File: src/rtl/imm_extend_pipe_if.sv
// -----------------------------------------------------------------------------
// imm_extend_pipe_if
//   Bundles both handshake channels of the immediate-extension stage plus the
//   pipeline flush. Signal names are written from the stage's point of view, so
//   the _i/_o suffixes read naturally inside the design.
//
//   Parameters
//     IN_W   width of the raw immediate
//     OUT_W  width of the extended operand
//
//   Signals
//     valid_i  upstream presents data_i/mode_i
//     ready_o  stage can accept this cycle
//     data_i   raw immediate (IN_W)
//     mode_i   00 sign, 01 zero, 10 upper, 11 branch
//     flush_i  synchronous pipeline flush
//     valid_o  data_o holds a valid extended operand
//     ready_i  downstream accepts this cycle
//     data_o   extended operand (OUT_W)
//
//   Modports
//     slave   the extension stage itself
//     master  the surrounding pipeline (producer, consumer and flush source)
// -----------------------------------------------------------------------------
interface imm_extend_pipe_if #(
  parameter int IN_W  = 16,
  parameter int OUT_W = 32
) ();

  logic             valid_i;
  logic             ready_o;
  logic [IN_W-1:0]  data_i;
  logic [1:0]       mode_i;
  logic             flush_i;
  logic             valid_o;
  logic             ready_i;
  logic [OUT_W-1:0] data_o;

  modport slave (
    input  valid_i,
    input  data_i,
    input  mode_i,
    input  flush_i,
    input  ready_i,
    output ready_o,
    output valid_o,
    output data_o
  );

  modport master (
    output valid_i,
    output data_i,
    output mode_i,
    output flush_i,
    output ready_i,
    input  ready_o,
    input  valid_o,
    input  data_o
  );

endinterface : imm_extend_pipe_if

File: src/rtl/imm_extend_pipe.sv
// -----------------------------------------------------------------------------
// imm_extend_pipe
//   Registered immediate-extension stage between ID and the ID/EX boundary.
//   An IN_W-bit immediate is extended to an OUT_W-bit operand in one of four
//   modes (sign, zero, upper, branch offset) at the moment it is accepted, and
//   the result is held in a 2-entry buffer: an output register plus a skid
//   register. The skid entry absorbs the one word that can arrive in the same
//   cycle the consumer stalls, so nothing is dropped or duplicated and order is
//   strictly first-in first-out.
//
//   Parameters
//     IN_W   width of the immediate input
//     OUT_W  width of the extended output, must be at least IN_W+2 so that the
//            branch shift never loses sign information
//
//   Ports
//     clk_i  clock, rising edge
//     rst_i  asynchronous reset, active-high; clears both entries
//     bus    imm_extend_pipe_if.slave: valid_i/ready_o/data_i/mode_i in,
//            valid_o/ready_i/data_o out, flush_i
//
//   Timing
//     An immediate accepted on edge N is visible on data_o right after edge N
//     when the output register is free. ready_o and valid_o are decoded from
//     the occupancy register alone, so neither has a combinational path from
//     any input.
// -----------------------------------------------------------------------------
module imm_extend_pipe #(
  parameter int IN_W  = 16,
  parameter int OUT_W = 32
) (
  input  logic             clk_i,
  input  logic             rst_i,
  imm_extend_pipe_if.slave bus
);

  // Number of bits added on top of (or below) the raw immediate.
  localparam int S = OUT_W - IN_W;

  if (OUT_W < IN_W + 2) begin : g_bad_width
    $error("imm_extend_pipe: OUT_W must be at least IN_W+2");
  end

  typedef enum logic [1:0] {
    MODE_SIGN   = 2'b00,
    MODE_ZERO   = 2'b01,
    MODE_UPPER  = 2'b10,
    MODE_BRANCH = 2'b11
  } mode_e;

  // Occupancy of the two-entry buffer.
  typedef enum logic [1:0] {
    EMPTY = 2'b00,  // nothing held
    ONE   = 2'b01,  // output register full
    TWO   = 2'b10   // output register and skid register full
  } state_e;

  // ---------------------------------------------------------------------------
  // Extension
  // ---------------------------------------------------------------------------
  function automatic logic [OUT_W-1:0] extend(input logic [IN_W-1:0] imm,
                                              input logic [1:0]      mode);
    logic [OUT_W-1:0] sext;
    sext = {{S{imm[IN_W-1]}}, imm};
    unique case (mode_e'(mode))
      MODE_SIGN:   extend = sext;
      MODE_ZERO:   extend = {{S{1'b0}}, imm};
      MODE_UPPER:  extend = {imm, {S{1'b0}}};
      // Word-aligned branch offset: the sign-extended value times four.
      MODE_BRANCH: extend = {sext[OUT_W-3:0], 2'b00};
    endcase
    return extend;
  endfunction

  // ---------------------------------------------------------------------------
  // State
  // ---------------------------------------------------------------------------
  state_e           state_q, state_d;
  logic [OUT_W-1:0] out_q,   out_d;
  logic [OUT_W-1:0] skid_q,  skid_d;

  logic             acc;
  logic             pop;
  logic [OUT_W-1:0] ext_in;

  assign bus.ready_o = (state_q != TWO);
  assign bus.valid_o = (state_q != EMPTY);
  assign bus.data_o  = out_q;

  assign acc    = bus.valid_i & bus.ready_o;
  assign pop    = bus.valid_o & bus.ready_i;
  // mode_i only matters through this value, which is stored on accept; later
  // changes of mode_i cannot reach entries already held.
  assign ext_in = extend(bus.data_i, bus.mode_i);

  // NOTE: every variable written here gets a default first, so no path through
  // the block leaves a value unassigned and no latch is inferred.
  always_comb begin
    state_d = state_q;
    out_d   = out_q;
    skid_d  = skid_q;

    if (bus.flush_i) begin
      // Flush wins over any accept or pop this cycle; the offered word is
      // dropped and data_o keeps its last value.
      state_d = EMPTY;
    end else begin
      unique case (state_q)
        EMPTY: begin
          if (acc) begin
            state_d = ONE;
            out_d   = ext_in;
          end
        end
        ONE: begin
          if (acc && pop) begin
            out_d = ext_in;
          end else if (acc) begin
            // Consumer stalled while a new word arrived: park it behind.
            state_d = TWO;
            skid_d  = ext_in;
          end else if (pop) begin
            state_d = EMPTY;
          end
        end
        TWO: begin
          // ready_o is low here, so only the drain side can move.
          if (pop) begin
            state_d = ONE;
            out_d   = skid_q;
          end
        end
        default: begin
          state_d = EMPTY;
        end
      endcase
    end
  end

  // NOTE: state registers use non-blocking assignments so every register
  // samples its next value from the same pre-edge snapshot.
  always_ff @(posedge clk_i or posedge rst_i) begin
    if (rst_i) begin
      state_q <= EMPTY;
      out_q   <= '0;
      skid_q  <= '0;
    end else begin
      state_q <= state_d;
      out_q   <= out_d;
      skid_q  <= skid_d;
    end
  end

  // ---------------------------------------------------------------------------
  // Protocol properties
  // ---------------------------------------------------------------------------
  // A stalled, valid operand must stay put until the consumer takes it.
  a_stable_on_stall : assert property (
    @(posedge clk_i) disable iff (rst_i)
    (bus.valid_o && !bus.ready_i && !bus.flush_i) |=> (bus.valid_o && $stable(bus.data_o))
  );

  // A flush always empties the buffer on the following cycle.
  a_flush_empties : assert property (
    @(posedge clk_i) disable iff (rst_i)
    bus.flush_i |=> (!bus.valid_o && bus.ready_o)
  );

  // The buffer can never be full while reporting nothing valid.
  a_ready_implies : assert property (
    @(posedge clk_i) disable iff (rst_i)
    !bus.ready_o |-> bus.valid_o
  );

endmodule : imm_extend_pipe

File: src/flat_wrapper.sv
// flat-port wrapper written by rule: the top's interface ports become plain ports
module imm_extend_pipe_flat 
#(
  parameter int IN_W  = 16,
  parameter int OUT_W = 32
)
  (clk_i, rst_i, bus_valid_i, bus_data_i, bus_mode_i, bus_flush_i, bus_ready_i, bus_ready_o, bus_valid_o, bus_data_o);
  imm_extend_pipe_if #(.IN_W(IN_W), .OUT_W(OUT_W)) bus_i ();
  input  logic clk_i;
  input  logic rst_i;
  input wire logic [$bits(bus_i.valid_i)-1:0] bus_valid_i;
  input wire logic [$bits(bus_i.data_i)-1:0] bus_data_i;
  input wire logic [$bits(bus_i.mode_i)-1:0] bus_mode_i;
  input wire logic [$bits(bus_i.flush_i)-1:0] bus_flush_i;
  input wire logic [$bits(bus_i.ready_i)-1:0] bus_ready_i;
  output wire logic [$bits(bus_i.ready_o)-1:0] bus_ready_o;
  output wire logic [$bits(bus_i.valid_o)-1:0] bus_valid_o;
  output wire logic [$bits(bus_i.data_o)-1:0] bus_data_o;
  assign bus_i.valid_i = bus_valid_i;
  assign bus_i.data_i = bus_data_i;
  assign bus_i.mode_i = bus_mode_i;
  assign bus_i.flush_i = bus_flush_i;
  assign bus_i.ready_i = bus_ready_i;
  assign bus_ready_o = bus_i.ready_o;
  assign bus_valid_o = bus_i.valid_o;
  assign bus_data_o = bus_i.data_o;
  imm_extend_pipe #(.IN_W(IN_W), .OUT_W(OUT_W)) u_core (.clk_i(clk_i), .rst_i(rst_i), .bus(bus_i));
endmodule
File: config.mk
export PLATFORM = sky130hd
export DESIGN_NAME = imm_extend_pipe_flat
export DESIGN_NICKNAME = d
export VERILOG_FILES = /design/src/rtl/imm_extend_pipe_if.sv /design/src/rtl/imm_extend_pipe.sv /design/src/flat_wrapper.sv
export SDC_FILE = /design/constraint.sdc
export NUM_CORES = 1
export LEC_CHECK = 0
export ABC_AREA = 1
export BUFFER_PORTS_ARGS = -buffer_cell sky130_fd_sc_hd__buf_2
export CAP_MARGIN = 20
export CORE_MARGIN = 2
export CORE_UTILIZATION = 55
export CTS_CLUSTER_DIAMETER = 50
export DETAILED_ROUTE_END_ITERATION = 8
export PLACE_DENSITY = 0.78
export SLEW_MARGIN = 20
export SYNTH_ARGS = -nofsm -noshare
export SYNTH_HDL_FRONTEND = slang
export SYNTH_SLANG_ARGS = --single-unit
File: constraint.sdc
create_clock -name clk_i -period 4.9 [get_ports clk_i]
set_input_delay 0.735 -clock clk_i [delete_from_list [all_inputs] [get_ports clk_i]]
set_output_delay 0.735 -clock clk_i [all_outputs]
set_load 0.02 [all_outputs]
; ---- Word level (Yosys, flattened, before mapping)
; Cells that the tools add are included.
; Widths: inputs -> output; s select.
[classes]
mux = 12
n_reduce_logical = 8
eq_ne = 13
bitwise_logic = 4
[op_table]
columns = cell, n
row1 = $pmux 32 s4, 1
row2 = $mux 32, 3
row3 = $pmux 32 s3, 1
row4 = $mux 2, 6
row5 = $reduce_and 4->1, 2
row6 = $eq 2x2->1 const B, 3
row7 = $ne 2x1->1 const B, 3
row8 = $ne 3x2->1 const B, 2
row9 = $pmux 2 s3, 1
row10 = $reduce_and 5->1, 1
row11 = $eq 2x1->1 const B, 2
row12 = $logic_not 2->1, 2
row13 = $ne 4x2->1 const B, 1
row14 = $ne 3x3->1 const B, 1
row15 = $reduce_bool 3->1, 1
row16 = $and 1x1->1, 2
row17 = $ne 2x2->1 const B, 1
row18 = $not 1->1, 2
row19 = $reduce_bool 2->1, 1
row20 = $logic_and 1x1->1, 1
[word_totals]
out_inout_bits = 34
ff_bits = 66

; ---- Depth between registers and ports, before layout
[logic_depth]
ltp_word = 7
ltp_mapped = 9
mapped_depth_nobuf = 8

; ---- Worst setup path after synthesis
; No wires, ideal clock.
[synth_timing]
path_kind = reg2out
from = register u_core.state_q[0]
to = output port bus_ready_o
path_slack_ns = 3.186
stages_incl_launch_ff = 4
required_ns = 4.165
arrival_ns = 0.979
n_path_buf = 1
path_cell_list = dfrtp_1 > inv_2 > nand2_2 > buf_1
[synth_via]
elab_chain_len = 1
[synth_lines]
columns = item, line
row1 = "start, declared", imm_extend_pipe.sv:78  ; state_e state_q, state_d;
row2 = "start signal, assigned", imm_extend_pipe.sv:148  ; state_q <= state_d;
row3 = $ne 2x2->1, imm_extend_pipe.sv:86  ; assign bus.ready_o = (state_q != TWO);
row4 = "end, declared", flat_wrapper.sv:16  ; output wire logic [$bits(bus_i.ready_o)-1:0] bus_ready_o;
; No other way between the ends.

; ---- Worst setup path after layout
; Ends and elaborated chain as after synthesis.

==> results.json <==
{
  "grt-ovfl-total": 0,
  "total_power_w": 0.001830,
  "vias": 3166,
  "synth.distinct_cells": 17,
  "finish.instance_area_um2": 3864,
  "rsz0062_at_grt": "false",
  "pwr-share-clk_pct": 22.5,
  "synth-seq-cells": 66,
  "finalCritPeriodShare_pct": 49.12,
  "crit_required_ns": 4.16,
  "seq_power_share_pct": 46.3,
  "ir_drop_mv": 0.2581,
  "clockBufferDepth": 2,
  "cp.arrival_ns": 1.67,
  "cts_tree": "built",
  "reg2reg_from": "u_core.state_q[0]$_DFFE_PP0P_",
  "hold_path.class": "reg -> reg",
  "fin_crit_ns": 2.407,
  "synthCells": 502,
  "swShare_pct": 37.74,
  "clk_latency_ns": 0.35,
  "die_area_um2": 6873,
  "startpoint_type": "register",
  "path_clk_slew_ns": 0.06,
  "cp-end-kind": "output port",
  "yosysWarnings": 0,
  "core_um2": 5956,
  "port_buffers": 56,
  "setup_tns_ns": 0,
  "root_buffer": "clkbuf_8",
  "outcome": "completed",
  "drc": 0,
  "routed_wl_mm": 8.034,
  "hold_violations": 0,
  "cts_repair_resize_count": 0,
  "via_per_inst": 5.074,
  "dieWidth_um": 82.91,
  "min_from": "u_core.bus.data_o[1]$_DFFE_PP0P_",
  "ios": 57,
  "combPwrFrac_pct": 31.2,
  "yosysSeqAreaShare_pct": 48.23,
  "p_leak_nw": 2.343,
  "grt_max_degree": 67,
  "synthTopCellsByArea": "dfrtp_1 48%, nand2_1 35%, nand3_1 7.5%",
  "final_common_cell": "nand2_1",
  "nets": 568,
  "mostFrequentLayoutCells": "316 x nand2_1, 66 x dfrtp_1, 56 x buf_2, 51 x nand3_1, 13 x inv_1",
  "cts_hold_buf": 0,
  "yosys.area.top_type_share_pct": 48.23,
  "cp_max_fo": 35,
  "first_global_vias": 2922,
  "cp-startpoint": "u_core.state_q[0]$_DFFE_PP0P_",
  "place_area_um2": 3676,
  "cts_max_level": 3,
  "syn_area_um2": 3425,
  "cellPowerDensity_nw_per_um2": 473.5,
  "fin_skew_ns": 0.008373,
  "antenna_found_initial": 0,
  "fillers": 550,
  "drive_gt1_share_pct": 14.94,
  "p_sw_w": 0.0006905,
  "syn2layout_area_growth_pct": 12.82,
  "grt_pass1_wl_mm": 13.77,
  "ant_nets": 0,
  "worst_pin_slew_ns": 0.8160,
  "cts_inserted_buffers": 9,
  "place_congestion": 0.9579,
  "row_count": 28,
  "criticalPathCategory": "reg -> out",
  "synth_nets": 525,
  "antenna_cells": 0,
  "clock_sink_count": 66,
  "synth_top_cell_by_area": "dfrtp_1",
  "wire_per_inst_um": 12.88,
  "die_height_um": 82.91,
  "avgSynthCellArea_um2": 6.822,
  "setup_violations": 0,
  "drtPass1Iterations": 6,
  "p_int_w": 0.001139,
  "grt_util_all_layers_pct": 24.57,
  "maxSlewHeadroom_pct": 45.60,
  "start_util_pct": 57.50,
  "max_freq_ghz": 0.4155,
  "cts_setup_buffers": 0,
  "cap_violations": 0,
  "drt-initial-drc-count": 231,
  "hpwl_mm": 5.170,
  "drv_slew": 0
}
[power groups by stage]
stage | clock, W | combinational [W] | sequential [W]
3_5_place_dp | 0 | 0.000568 | 0.000855
4_1_cts | 0.000416 | 0.000574 | 0.000848
5_1_grt | 0.000438 | 0.000644 | 0.000873
2_1_floorplan | 0 | 0.000296 | 0.000950
3_3_place_gp | 0 | 0.000553 | 0.000845
6_report | 0.000411 | 0.000571 | 0.000847
[routing by layer]
metal  up-vias  global-route usage (%)  wire (um)
met2       100                   39.22       3688
li1       1623                       -          -
met5         -                       0          0
met1      1427                   33.57       3837
met3        16                   4.175        377
met4         0                   9.687        131
[cells in the mapped netlist]
cell and instances:
nand4_1 2, inv_2 2, dfrtp_1 66, buf_1 3, a31oi_1 1, clkbuf_1 2, o21ai_0 7, nor2_4 1
nand2_1 317, nor2_1 10, buf_6 1, buf_4 3, nand3_1 51, nand2_2 2, inv_1 14, buf_2 19
o21ai_1 1
[worst paths after layout]
check                      slack, ns                                end  cells after the start
setup reg to reg                2.71       u_core.skid_q[1]$_DFFE_PP0P_                      6
setup / recovery                2.49                        bus_ready_o                      3
max in group asynchronous       3.75      u_core.state_q[0]$_DFFE_PP0P_                      3
hold reg to reg                 0.47   u_core.bus.data_o[1]$_DFFE_PP0P_                      2
hold / removal                  0.47   u_core.bus.data_o[1]$_DFFE_PP0P_                      2
min in group asynchronous       0.62  u_core.bus.data_o[12]$_DFFE_PP0P_                      3
[sequential cells by signal (all words and copies together) (netlist names)]
| name | count |
|---|---|
| u_core.bus.data_o | 32 |
| u_core.skid_q | 32 |
| u_core.state_q | 2 |
[stage by stage]
step	utilization [%]	worst slack [ns]	cells	hold WS [ns]
after floorplan	-	2.510	502	0.4492
after global placement	61.72	2.562	608	0.4481
after detailed placement	61.72	2.508	608	0.4527
after CTS	64.58	2.428	623	0.4687
after global routing	64.87	2.406	624	0.4956
final	64.87	2.493	624	0.4665
[kinds of logic (layout without fill, tap and decap cells)]
| group | count (synthesis) | in the layout | synth area share [%] |
|---|---|---|---|
| AND/OR/NAND/NOR | 383 | 383 | 44.35 |
| flip-flops | 66 | 66 | 48.23 |
| buffers and inverters | 44 | 91 | 6.065 |
| AO/OA/AOI/OAI | 9 | 9 | 1.352 |
[worst max-delay path: stages, from the launching register on]
cell and delay (ns):
dfrtp_1 0.42, inv_2 0.10, nand2_2 0.51, buf_2 0.29
[layout make-up]
type	instances	area, um2	area share [%]
clock buffer	12	155.1	4.016
clock inverter	3	15.01	0.3886
multi-input combinational	392	1570	40.64
timing repair buffer	60	317.8	8.225
sequential	66	1652	42.75
tap	75	93.84	2.429
inverter	16	60.06	1.554
(Power assumes the default switching activity.)
